[src/rtl/gpio_pkg.sv]
`default_nettype none
// ============================================================================
// Module      : gpio_pkg
// Description : Register map, window geometry and byte-enable mask helper
//               shared by the GPIO peripheral and its channels.
// Revision    : 1.0 - initial release
// ============================================================================
package gpio_pkg;

    typedef enum logic [2:0] {
        REG_OUT  = 3'd0,
        REG_DIR  = 3'd1,
        REG_IN   = 3'd2,
        REG_TGL  = 3'd3,
        REG_IE   = 3'd4,
        REG_IS   = 3'd5,
        REG_RSV6 = 3'd6,
        REG_RSV7 = 3'd7
    } gpio_reg_e;

    localparam int CH_STRIDE   = 32;
    localparam int WINDOW_BITS = 8;

    function automatic logic [31:0] be_to_mask(input logic [3:0] be);
        logic [31:0] m;
        for (int b = 0; b < 4; b++) begin
            m[8*b +: 8] = {8{be[b]}};
        end
        return m;
    endfunction

endpackage
`default_nettype wire

[src/rtl/gpio_channel.sv]
`default_nettype none
// ============================================================================
// Module      : gpio_channel
// Description : One GPIO channel: OUT/DIR registers, input synchroniser and
//               local read mux. Edge interrupts (IE/IS) only with GPIO_IRQ_EN.
// Revision    : 1.0 - initial release
// ============================================================================
module gpio_channel #(
    parameter int          WIDTH     = 8,
    parameter logic [31:0] OUT_RESET = '0
) (
    input  logic             clk,
    input  logic             reset,
    input  logic             we_i,
    input  logic [2:0]       reg_i,
    input  logic [WIDTH-1:0] wdata_i,
    input  logic [WIDTH-1:0] wmask_i,
    input  logic [WIDTH-1:0] pins_i,
    output logic [WIDTH-1:0] pins_out_o,
    output logic [WIDTH-1:0] pins_oe_o,
    output logic [WIDTH-1:0] rdata_o,
    output logic             irq_o
);
    import gpio_pkg::*;

    gpio_reg_e        reg_sel;
    logic [WIDTH-1:0] out_q, out_d;
    logic [WIDTH-1:0] dir_q, dir_d;
    logic [WIDTH-1:0] sync1_q, sync2_q;
    logic [WIDTH-1:0] ie_rd, is_rd;

    assign reg_sel = gpio_reg_e'(reg_i);

    always_comb begin
        out_d = out_q;
        dir_d = dir_q;
        if (we_i) begin
            case (reg_sel)
                REG_OUT: out_d = (out_q & ~wmask_i) | (wdata_i & wmask_i);
                REG_DIR: dir_d = (dir_q & ~wmask_i) | (wdata_i & wmask_i);
                REG_TGL: out_d = out_q ^ (wdata_i & wmask_i);
                default: ;
            endcase
        end
    end

    always_ff @(posedge clk or posedge reset) begin
        if (reset) begin
            out_q   <= OUT_RESET[WIDTH-1:0];
            dir_q   <= '0;
            sync1_q <= '0;
            sync2_q <= '0;
        end else begin
            out_q   <= out_d;
            dir_q   <= dir_d;
            sync1_q <= pins_i;
            sync2_q <= sync1_q;
        end
    end

`ifdef GPIO_IRQ_EN
    logic [WIDTH-1:0] prev_q, ie_q, ie_d, is_q, is_d, rise, w1c;

    assign rise = sync2_q & ~prev_q;
    assign w1c  = (we_i && reg_sel == REG_IS) ? (wdata_i & wmask_i) : '0;
    assign ie_d = (we_i && reg_sel == REG_IE) ? ((ie_q & ~wmask_i) | (wdata_i & wmask_i)) : ie_q;
    // New edges are OR-ed in after the clear so a coincident edge is never lost.
    assign is_d = (is_q & ~w1c) | rise;

    always_ff @(posedge clk or posedge reset) begin
        if (reset) begin
            prev_q <= '0;
            ie_q   <= '0;
            is_q   <= '0;
        end else begin
            prev_q <= sync2_q;
            ie_q   <= ie_d;
            is_q   <= is_d;
        end
    end

    assign ie_rd = ie_q;
    assign is_rd = is_q;
    assign irq_o = |(is_q & ie_q);
`else
    assign ie_rd = '0;
    assign is_rd = '0;
    assign irq_o = 1'b0;
`endif

    always_comb begin
        rdata_o = '0;
        case (reg_sel)
            REG_OUT: rdata_o = out_q;
            REG_DIR: rdata_o = dir_q;
            REG_IN:  rdata_o = sync2_q;
            REG_IE:  rdata_o = ie_rd;
            REG_IS:  rdata_o = is_rd;
            default: rdata_o = '0;
        endcase
    end

    assign pins_out_o = out_q;
    assign pins_oe_o  = dir_q;

endmodule
`default_nettype wire

[src/rtl/gpio_periph.sv]
`default_nettype none
// ============================================================================
// Module      : gpio_periph
// Description : Memory-mapped multi-channel GPIO with registered reads.
//               Define GPIO_IRQ_EN to build the edge-interrupt logic.
// Revision    : 1.0 - initial release
// ============================================================================
module gpio_periph #(
    parameter int                CHANNELS  = 2,
    parameter int                WIDTH     = 8,
    parameter int                ADDR_W    = 10,
    parameter logic [ADDR_W-1:0] BASE_ADDR = 10'h300,
    parameter logic [31:0]       OUT_RESET = '0
) (
    input  logic                      clk,
    input  logic                      reset,
    input  logic [ADDR_W-1:0]         address,
    input  logic [31:0]               data_in,
    input  logic [3:0]                width,
    input  logic                      write,
    output logic [31:0]               data_out,
    input  logic [CHANNELS*WIDTH-1:0] pins_in,
    output logic [CHANNELS*WIDTH-1:0] pins_out,
    output logic [CHANNELS*WIDTH-1:0] pins_oe,
    output logic                      irq
);
    import gpio_pkg::*;

    logic              sel, ch_ok;
    logic [2:0]        ch, rsel;
    logic [31:0]       mask_full;
    logic [WIDTH-1:0]  wmask, wdata, rd_sel;
    logic [WIDTH-1:0]  ch_rdata [CHANNELS];
    logic [CHANNELS-1:0] ch_irq;
    logic [31:0]       data_d, data_q;
    logic              unused_bits;

    assign sel       = (address[ADDR_W-1:WINDOW_BITS] == BASE_ADDR[ADDR_W-1:WINDOW_BITS]);
    assign ch        = address[7:5];
    assign rsel      = address[4:2];
    assign ch_ok     = int'(ch) < CHANNELS;
    assign mask_full = be_to_mask(width);
    assign wmask     = mask_full[WIDTH-1:0];
    assign wdata     = data_in[WIDTH-1:0];
    assign unused_bits = ^{address[1:0], data_in, mask_full};

    for (genvar c = 0; c < CHANNELS; c++) begin : g_ch
        gpio_channel #(
            .WIDTH     (WIDTH),
            .OUT_RESET (OUT_RESET)
        ) u_ch (
            .clk        (clk),
            .reset      (reset),
            .we_i       (write && sel && (ch == 3'(c))),
            .reg_i      (rsel),
            .wdata_i    (wdata),
            .wmask_i    (wmask),
            .pins_i     (pins_in[c*WIDTH +: WIDTH]),
            .pins_out_o (pins_out[c*WIDTH +: WIDTH]),
            .pins_oe_o  (pins_oe[c*WIDTH +: WIDTH]),
            .rdata_o    (ch_rdata[c]),
            .irq_o      (ch_irq[c])
        );
    end

    always_comb begin
        rd_sel = '0;
        for (int c = 0; c < CHANNELS; c++) begin
            if (int'(ch) == c) rd_sel = ch_rdata[c];
        end
        data_d = (sel && ch_ok) ? 32'(rd_sel) : 32'h0;
    end

    always_ff @(posedge clk or posedge reset) begin
        if (reset) data_q <= '0;
        else       data_q <= data_d;
    end

    assign data_out = data_q;
    assign irq      = |ch_irq;

endmodule
`default_nettype wire

[config.mk]
export PLATFORM = sky130hd
export DESIGN_NAME = gpio_periph
export DESIGN_NICKNAME = d
export VERILOG_FILES = /design/src/rtl/gpio_pkg.sv /design/src/rtl/gpio_channel.sv /design/src/rtl/gpio_periph.sv
export SDC_FILE = /design/constraint.sdc
export NUM_CORES = 1
export LEC_CHECK = 0
export CORE_AREA = 2 2 90 92
export DETAILED_ROUTE_END_ITERATION = 8
export DIE_AREA = 0 0 92 94
export GPL_TIMING_DRIVEN = 0
export PLACE_DENSITY = 0.78
export SYNTH_ARGS = -nofsm -noshare
export SYNTH_HDL_FRONTEND = slang
export SYNTH_SLANG_ARGS = --single-unit
[constraint.sdc]
create_clock -name clk -period 2.4 [get_ports clk]
set_input_delay 0.36 -clock clk [delete_from_list [all_inputs] [get_ports clk]]
set_output_delay 0.36 -clock clk [all_outputs]
set_load 0.005 [all_outputs]
==> results of run 1 <==
==> cells by family after synthesis <==
kind of cell              count (synthesis)  share of synthesized area
AOI/OAI and AO/OA                        54                      0.110
xor gates and xnor gates                  1                    0.00275
buffers and inverters                    42                     0.0872
DFF                                      72                      0.566
muxes                                    40                      0.132
other                                     1                    0.00118
and+or+nand+nor                          61                      0.101
==> routing by layer <==
layer / wire [um] / share of wire / vias to the layer above
met2: 3690 / 0.48 / 108
li1: - / - / 1134
met1: 3200 / 0.42 / 1196
met3: 664 / 0.086 / 12
met5: 0 / 0 / -
met4: 135 / 0.018 / 0
==> synth_stat cells (2+ instances only) <==
master | count | area share
a211oi_1 | 6 | 0.014
a21oi_1 | 25 | 0.039
a21oi_2 | 7 | 0.019
a311oi_1 | 7 | 0.019
and3_1 | 10 | 0.020
buf_2 | 3 | 0.0047
buf_4 | 25 | 0.059
buf_6 | 3 | 0.011
clkbuf_1 | 8 | 0.0094
dfrtp_1 | 72 | 0.57
inv_1 | 3 | 0.0035
mux2_2 | 16 | 0.057
mux2i_1 | 24 | 0.075
nand2_1 | 12 | 0.014
nand3_1 | 3 | 0.0047
nand4b_1 | 2 | 0.0055
nor2_1 | 16 | 0.019
nor2b_1 | 2 | 0.0039
nor3_1 | 6 | 0.0094
o211ai_1 | 2 | 0.0047
o21ai_0 | 3 | 0.0047
o22ai_1 | 3 | 0.0059
or3_1 | 2 | 0.0039
==> worst max-delay path: stages <==
cell             delay, ns
clkdlybuf4s50_1       0.44
clkbuf_1              0.26
nor3_2                0.64
nand3_2               0.41
mux2_2                0.38
==> worst max-delay path by stage <==
stage / endpoint / start / slack [ns] / cells past startpoint
after global placement: async pin / reset / -0.84 / 2
after global routing: flop / address[7] / 0.04 / 6
after CTS: flop / address[7] / 0.02 / 5
final: flop / address[5] / 0.14 / 5
after detailed placement: flop / address[7] / -0.33 / 5
after floorplan: async pin / reset / 0.22 / 1
==> layout make-up <==
type,count,area (um^2),share of cell area
flip-flops and latches,72,1800,0.417
clock buffers,10,138,0.0319
multi-input cells,181,1210,0.279
well taps,102,128,0.0296
inverters,3,13.8,0.00319
clock inverters,4,22.5,0.00522
repair buffers,74,741,0.172
plain buffers,39,267,0.0617
==> where the power goes <==
part / switching (W) / internal (W) / leakage, nW
combinational: 0.000125 / 0.000144 / 0.950
clock: 0.000418 / 0.000386 / 0.0838
sequential: 0.0000235 / 0.00126 / 0.923
total: 0.000567 / 0.00179 / 1.96
==> metrics by stage <==
| stage | instance area (um^2) | TNS, ns | utilization |
|---|---|---|---|
| finish | 4320 | 0 | 0.567 |
| global route | 4320 | 0 | 0.567 |
| CTS | 4310 | 0 | 0.566 |
| detailed placement | 4150 | -5.10 | 0.545 |
| global placement | 4140 | -64.64 | 0.545 |
| floorplan | 3280 | 0 | - |
==> results.yml, run 1 <==
timing:
  period_needed_ns: 2.26
  clock-skew-final_ns: 0.00794
  worst_slack_ns: 0.138
  post-route-period-util: 0.942
  setup_viol: 0
  maxSlewViolCount: 0
  hold_slack_ns: 0.348
  hold_violations: 0
  tightest_slew_ns: 0.867
  max_freq_mhz: 442
  rsz0062_at_grt: "no"
  max_slew_margin: 0.422
clock_network:
  ctsResizeCount: 0
  clockBufferDepth: 2
  post_cts_buffers: 0
  ctsHoldBuffers: 0
  clockRootBuffer: "clkbuf_8"
  htree_levels: 3
  cts_tree: "built"
  insertion_delay_ns: 0.34
  clk_pin_slew_ns: 0.07
  numCtsBuffers: 9
  clkSinkCount: 72
layout:
  stdcell_count: 485
  syn_to_final_growth_pct: 35.5
  layout_common_cells: "74 x clkdlybuf4s50_1, 72 x dfrtp_1, 25 x a21oi_1, 25 x buf_4, 25 x conb_1"
  layout-drive-gt1-share: 0.193
  fin_nets: 445
  layout.cells.most_common: "clkdlybuf4s50_1"
  n_antenna_cell: 0
  fillers: 665
die:
  rows: 32
  dieWidth_um: 92
  start_util: 0.419
  dieHeight_um: 94
  dieArea_mm2: 0.00865
  coreArea_mm2: 0.00761
  pin_count: 130
global_route:
  first_global_vias: 2471
  met1_usage: 0.237
  grt_pass1_wl_um: 12100
  use_met3: 0.0506
  grt-ovfl-total: 0
  gr-max-usage-layer: "met2"
  grt_util_met2: 0.289
  grt_max_degree: 73
  grtUsageTotal: 0.186
  antenna_found_initial: 0
drt:
  totalWireLength_um: 7690
  first_iter_violations: 141
  vias: 2450
  wire_per_inst_um: 15.9
  vias_per_cell: 5.05
  dr.pass1.iters: 4
  antenna_left: 0
  drc_errors: 0
critical_path:
  reg2reg_to: "data_out[2]"
  worst_setup_path_start_kind: "primary input"
  crit_type: "primary input to flop"
  end_kind: "flop"
  cp.arrival_ns: 2.49
  timing.reg2reg.setup_slack_ns: 1.30
  worst-path-max-fanout: 10
  rr_worst_depth: 4
  required_ns: 2.63
worst_hold_path:
  hold_path_startpoint: "g_ch[1].u_ch.sync1_q[3]"
  holdPathStages: 0
  hp-class: "flop to flop"
  hold_end: "g_ch[1].u_ch.sync2_q[3]"
pwr:
  leakage_nw: 1.96
  max-vdd-ir-drop_v: 0.000426
  pwr_density_cell_mw_per_mm2: 545
  power.total_w: 0.00235
logic_synthesis:
  synth_edf_count: 0
  synthCells: 271
  synth_ff_type: "dfrtp_1"
  yosysWarnings: 0
  ys_ff_latch: 72
  syn_area_per_cell_um2: 11.8
  synth_seq_area_share: 0.566
  syn_area_mm2: 0.00319
  yosysUniqueCellTypes: 34
  async_reset_ff_frac: 1.00
outcome:
  status: "complete, no violations"
job:
  maxCapViolCount: 0
placement:
  placedCellCount: 471
  dp_hpwl_um: 5660
  dpl_worst_slack_ns: -0.327
  place_congestion: 0.845
  portBuffers: 74
Note: power is estimated with default switching activity, not from simulation.
==> run 2, diff against run 1 <==
--- a/config.mk
+++ b/config.mk
@@ -5,11 +5,13 @@
 export SDC_FILE = /design/constraint.sdc
 export NUM_CORES = 1
 export LEC_CHECK = 0
-export CORE_AREA = 2 2 90 92
+export CORE_AREA = 2 2 118 74
 export DETAILED_ROUTE_END_ITERATION = 8
-export DIE_AREA = 0 0 92 94
+export DIE_AREA = 0 0 120 76
 export GPL_TIMING_DRIVEN = 0
-export PLACE_DENSITY = 0.78
+export PLACE_DENSITY = 0.8
 export SYNTH_ARGS = -nofsm -noshare
 export SYNTH_HDL_FRONTEND = slang
+export SYNTH_HIERARCHICAL = 1
 export SYNTH_SLANG_ARGS = --single-unit
+export TNS_END_PERCENT = 30
==> run 2 against run 1 <==
  * Hold slack lost 0.020 ns
  * Register-to-register slack got worse by 0.03 ns
  * Via count is 13% higher
  * Critical path depth rose by 3
  * Sequential cell count unchanged
  * Fmax increased by 0.48%
  * Clock skew fell by 0.0025 ns
  * Die area grew 5.5%
  * Sequential power barely moved
  * Cell count is 13% higher
==> results.yml, run 2 <==
logic_synthesis:
  syn_area_mm2: 0.00353
  synth_edf_count: 0
  synth_top_area_cell: "dfrtp_1"
  syn_area_per_cell_um2: 10.9
  synth_area_leaders: "dfrtp_1 51%, mux2i_1 8.5%, buf_4 6.6%"
  synth_most_common_cell: "dfrtp_1"
  yosysWarnings: 6
  ys_ff_latch: 72
  synth_ff_type: "dfrtp_1"
  synth_common_cells: "72 x dfrtp_1, 31 x buf_4, 31 x nand2_1"
  yosysUniqueCellTypes: 32
  synth_top_area_frac: 0.510
  synth_seq_area_share: 0.510
  async_reset_ff_frac: 1.00
  synthCells: 323
drt:
  totalWireLength_um: 8750
  routed.top_layer: "met4"
  drc_errors: 0
  vias_per_cell: 5.02
  met2WireLength_um: 3900
  first_iter_violations: 201
  wl_met3_um: 671
  antenna_left: 0
  met1Wirelength_um: 4110
  wire_per_inst_um: 15.9
  dr.pass1.iters: 4
  vias: 2763
pwr:
  leakage_nw: 2.24
  pwr_density_cell_mw_per_mm2: 639
  max-vdd-ir-drop_v: 0.000547
layout:
  layout_common_cells: "73 x clkdlybuf4s50_1, 72 x dfrtp_1, 31 x buf_4, 31 x nand2_1, 30 x mux2i_1"
  syn_to_final_growth_pct: 37.8
  layout.cells.most_common: "clkdlybuf4s50_1"
  fin_util: 0.596
  n_antenna_cell: 0
  layout-drive-gt1-share: 0.146
  fillers: 675
  multi_input_area_mm2: 0.00146
  final-seq-area_mm2: 0.00180
  fin_nets: 498
critical_path:
  cpPeakStageDelay_ns: 0.40
  cpLargestDelayFamily: "buffers and inverters"
  crit_chain: "clkdlybuf4s50_1, nand4bb_1, buf_6, nor2_1, nor2b_1, clkbuf_1, a31oi_1, a311o_1"
  required_ns: 2.62
  worst-path-max-fanout: 10
  cp.buffers_inverters: 3
  end_kind: "flop"
  cp.arrival_ns: 2.47
  rr_worst_depth: 5
  timing.reg2reg.setup_slack_ns: 1.27
  worst_setup_path_start_kind: "primary input"
  crit_type: "primary input to flop"
  reg2reg_to: "data_out[6]"
  cp_slowest_cell: "clkbuf_1"
timing:
  max_freq_mhz: 444
  maxSlewViolCount: 0
  worst_slack_ns: 0.149
  setup_viol: 0
  max_slew_margin: 0.451
  post-route-period-util: 0.938
  hold_violations: 0
  hold_slack_ns: 0.329
  clock-skew-final_ns: 0.00547
  rsz0062_at_grt: "no"
  period_needed_ns: 2.25
  tightest_slew_ns: 0.824
die:
  dieWidth_um: 120
  start_util: 0.432
  coreArea_mm2: 0.00817
  dieArea_mm2: 0.00912
  pin_count: 130
  rows: 26
  dieHeight_um: 76
job:
  maxCapViolCount: 0
clock_network:
  clockRootBuffer: "clkbuf_16"
  post_cts_buffers: 0
  insertion_delay_ns: 0.34
  cts_tree: "built"
  clockBufferDepth: 2
  clkSinkCount: 72
  numCtsBuffers: 9
  clk_pin_slew_ns: 0.05
  htree_levels: 3
global_route:
  grt_max_degree: 49
  grt-ovfl-total: 0
  grtUsageTotal: 0.203
  first_global_vias: 2746
  grt_pass1_wl_um: 14000
  antenna_found_initial: 0
placement:
  portBuffers: 74
  dp_hpwl_um: 6280
  dpl_worst_slack_ns: -0.162
  place_congestion: 0.830
worst_hold_path:
  hp-class: "primary input to async pin"
outcome:
  status: "complete, no violations"
-- run 2: worst max path at each step --
stage                    start   end  slack, ns  cells past startpoint
finish              address[7]  flop       0.15                      8
CTS                 address[7]  flop       0.18                      8
detailed placement  address[7]  flop      -0.16                      8
global placement      width[0]  flop      -0.16                      3
global route        address[6]  flop       0.06                      8
floorplan           address[7]  flop       0.53                      7
-- run 2: timing repair --
action,CTS,global route
resized for setup,0,2
hold buffers,0,0
hold endpoints to repair,0,0
endpoints found under the setup margin,0,2
-- run 2: cells by family (layout without fill, tap and decap cells) --
| logic type | count (synthesis) | count (layout) | share of synthesized area |
|---|---|---|---|
| flip-flops | 72 | 72 | 0.510 |
| XOR/XNOR | 2 | 2 | 0.00496 |
| buffers and inverters | 55 | 147 | 0.101 |
| multiplexers | 46 | 46 | 0.136 |
| AND/OR/NAND/NOR | 95 | 95 | 0.136 |
| AO/OA/AOI/OAI | 50 | 50 | 0.108 |
| other | 3 | 26 | 0.00319 |
-- run 2: layout make-up --
type | count | share of cell area
buffer | 44 | 0.0648
clock buffer | 10 | 0.0491
clock inverter | 6 | 0.0188
inverter | 11 | 0.00849
multi-input combinational | 219 | 0.300
sequential | 72 | 0.370
tap | 112 | 0.0288
timing repair buffer | 76 | 0.160
-- run 2: through the flow --
| stage | total power (W) | instance area [um^2] | cells | setup TNS (ns) |
|---|---|---|---|---|
| after floorplan | 0.00149 | 3620 | 346 | 0 |
| after global placement | 0.00165 | 4500 | 532 | -3.35 |
| after detailed placement | 0.00166 | 4490 | 532 | -1.66 |
| after CTS | 0.00313 | 4820 | 548 | 0 |
| after global routing | 0.00323 | 4860 | 550 | 0 |
| final | 0.00311 | 4860 | 550 | 0 |
-- run 2: power by group --
part / internal [W] / total (W) / leakage (nW) / switching, W
clock: 0.000943 / 0.00146 / 0.163 / 0.000516
combinational: 0.000190 / 0.000360 / 1.19 / 0.000170
sequential: 0.00126 / 0.00129 / 0.888 / 0.0000286
total: 0.00239 / 0.00311 / 2.24 / 0.000715
-- run 2: layer usage --
layer / global-route usage / up-vias
li1: - / 1312
met1: 0.279 / 1349
met2: 0.303 / 96
met3: 0.0681 / 6
met4: 0.0671 / 0
met5: 0 / -
==> run 3, diff against run 2 <==
--- a/config.mk
+++ b/config.mk
@@ -5,6 +5,7 @@
 export SDC_FILE = /design/constraint.sdc
 export NUM_CORES = 1
 export LEC_CHECK = 0
+export CAP_MARGIN = 20
 export CORE_AREA = 2 2 118 74
 export DETAILED_ROUTE_END_ITERATION = 8
 export DIE_AREA = 0 0 120 76
==> run 3 against run 2 <==
  * Global-route usage shrank 0.50 points
  * Non-clock buffer count is the same
  * Combinational power grew 1%
  * Sequential cell count is the same
  * Total power grew 3.1%
  * Via count grew 0.65%
  * Hold slack gained 0.010 ns
  * Design area grew 0.80%
  * Sequential power is essentially flat
  * Cell count is the same
  * Critical path depth is the same
  * Fmax shrank 1.2%
  * Critical path type unchanged
  * Largest cell class unchanged
==> results.yml, run 3 (synthesized netlist as in run 2, its figures left out) <==
outcome:
  status: "complete, no violations"
timing:
  worst_slack_ns: 0.122
  post-route-period-util: 0.949
  setup_viol: 0
  maxSlewViolCount: 0
  clock-skew-final_ns: 0.00573
  tightest_slew_ns: 0.820
  period_needed_ns: 2.28
  hold_violations: 0
  rsz0062_at_grt: "no"
  max_slew_margin: 0.453
  fin_setup_tns_ns: 0
  max_freq_mhz: 439
die:
  coreArea_mm2: 0.00817
  dieArea_mm2: 0.00912
  pin_count: 130
  start_util: 0.432
  dieHeight_um: 76
  dieWidth_um: 120
  rows: 26
layout:
  layout_common_cells: "73 x clkdlybuf4s50_1, 72 x dfrtp_1, 31 x buf_4, 31 x nand2_1, 30 x mux2i_1"
  layout-drive-gt1-share: 0.146
  n_antenna_cell: 0
  fin_nets: 498
  fillers: 666
  layout.cells.most_common: "clkdlybuf4s50_1"
  syn_to_final_growth_pct: 38.9
critical_path:
  end_kind: "flop"
  worst_setup_path_start_kind: "primary input"
  required_ns: 2.60
  crit_type: "primary input to flop"
  cp.arrival_ns: 2.48
  worst-path-max-fanout: 10
clock_network:
  clockRootBuffer: "clkbuf_16"
  clk_pin_slew_ns: 0.06
  numCtsBuffers: 9
  insertion_delay_ns: 0.33
  ctsHoldBuffers: 0
  htree_levels: 3
  clkSinkCount: 72
  clockBufferDepth: 2
  cts_tree: "built"
pwr:
  max-vdd-ir-drop_v: 0.000337
  power.total_w: 0.00321
  p_sw_frac: 0.219
  leakage_nw: 2.26
  pwr-share-seq: 0.402
  pwr_density_cell_mw_per_mm2: 654
  clkPwrFrac: 0.484
  power_frac_comb: 0.114
  internal-power_w: 0.00250
  p_sw_w: 0.000703
drt:
  wire_per_inst_um: 15.8
  drc_errors: 0
  vias: 2781
  vias_per_cell: 5.06
  antenna_left: 0
  dr.pass1.iters: 4
  first_iter_violations: 211
  totalWireLength_um: 8670
global_route:
  grt_max_degree: 49
  grtUsageTotal: 0.198
  grt_pass1_wl_um: 14000
  grt-ovfl-total: 0
  antenna_found_initial: 0
  first_global_vias: 2809
placement:
  place_congestion: 0.830
  dpl_worst_slack_ns: -0.162
  portBuffers: 74
  dp_hpwl_um: 6380
worst_hold_path:
  hp-class: "flop to flop"
job:
  maxCapViolCount: 0
## run 3: cell count changes in the layout (fill, tap and decap cells not counted), sizes merged
cell      change
inv           +2
bufinv        +1
clkinv        -4
clkinvlp      +1
## run 3: worst paths after layout
| path | start | end | slack [ns] | depth (start not counted) |
|---|---|---|---|---|
| worst max-delay path | address[7] | flop | 0.12 | 8 |
| worst max register to register | flop | data_out[5] | 1.29 | 5 |
| worst min-delay path | g_ch[1].u_ch/sync1_q[5] | g_ch[1].u_ch/sync2_q[5] | 0.34 | 0 |
| worst min register to register | g_ch[1].u_ch/sync1_q[5] | g_ch[1].u_ch/sync2_q[5] | 0.34 | 0 |
| min in group asynchronous | reset | data_out[5] | 0.38 | 2 |
| max in group asynchronous | reset | async pin | 1.51 | 3 |
## run 3: through the flow
step | utilization | hold WS, ns | std cells | instance area, um^2
floorplan | - | 0.176 | 346 | 3620
global placement | 0.551 | 0.333 | 532 | 4500
detailed placement | 0.557 | 0.335 | 534 | 4550
CTS | 0.600 | 0.343 | 550 | 4900
global route | 0.600 | 0.350 | 550 | 4900
finish | 0.600 | 0.339 | 550 | 4900
## run 3: metal layers
layer | part of all wire | wire length (um) | vias up | GRT usage
met5 | 0 | 0 | - | 0
met4 | 0.0080 | 69 | 0 | 0.0541
met3 | 0.079 | 682 | 7 | 0.0501
met2 | 0.45 | 3940 | 118 | 0.302
met1 | 0.46 | 3980 | 1342 | 0.282
li1 | - | - | 1314 | -
## run 3: critical path: stages
cell	delay, ns
clkdlybuf4s50_1	0.39
nand4bb_1	0.21
buf_6	0.17
nor2_1	0.12
nor2b_1	0.26
clkbuf_1	0.42
a31oi_1	0.16
a311o_1	0.37
## run 3: power groups by stage
stage               clock [W]  sequential [W]  combinational (W)
floorplan                   0         0.00130           0.000188
global placement            0         0.00131           0.000342
detailed placement          0         0.00131           0.000361
CTS                   0.00158         0.00129           0.000364
global route          0.00164         0.00129           0.000398
finish                0.00155         0.00129           0.000364
## run 3: cell type report
cell class,count,area [um^2],area share
Multi-Input combinational cell,219,1460,0.298
Tap cell,112,140,0.0286
Buffer,44,315,0.0643
Clock inverter,6,115,0.0235
Sequential cell,72,1800,0.368
Clock buffer,10,239,0.0487
Timing Repair Buffer,76,791,0.161
Inverter,11,41.3,0.00842
## run 3: repair_timing
| action | in CTS | in global routing |
|---|---|---|
| gates resized for setup | 0 | 2 |
| setup endpoints to repair | 0 | 2 |
| hold endpoints to repair | 0 | 0 |
| buffers inserted | 0 | 0 |
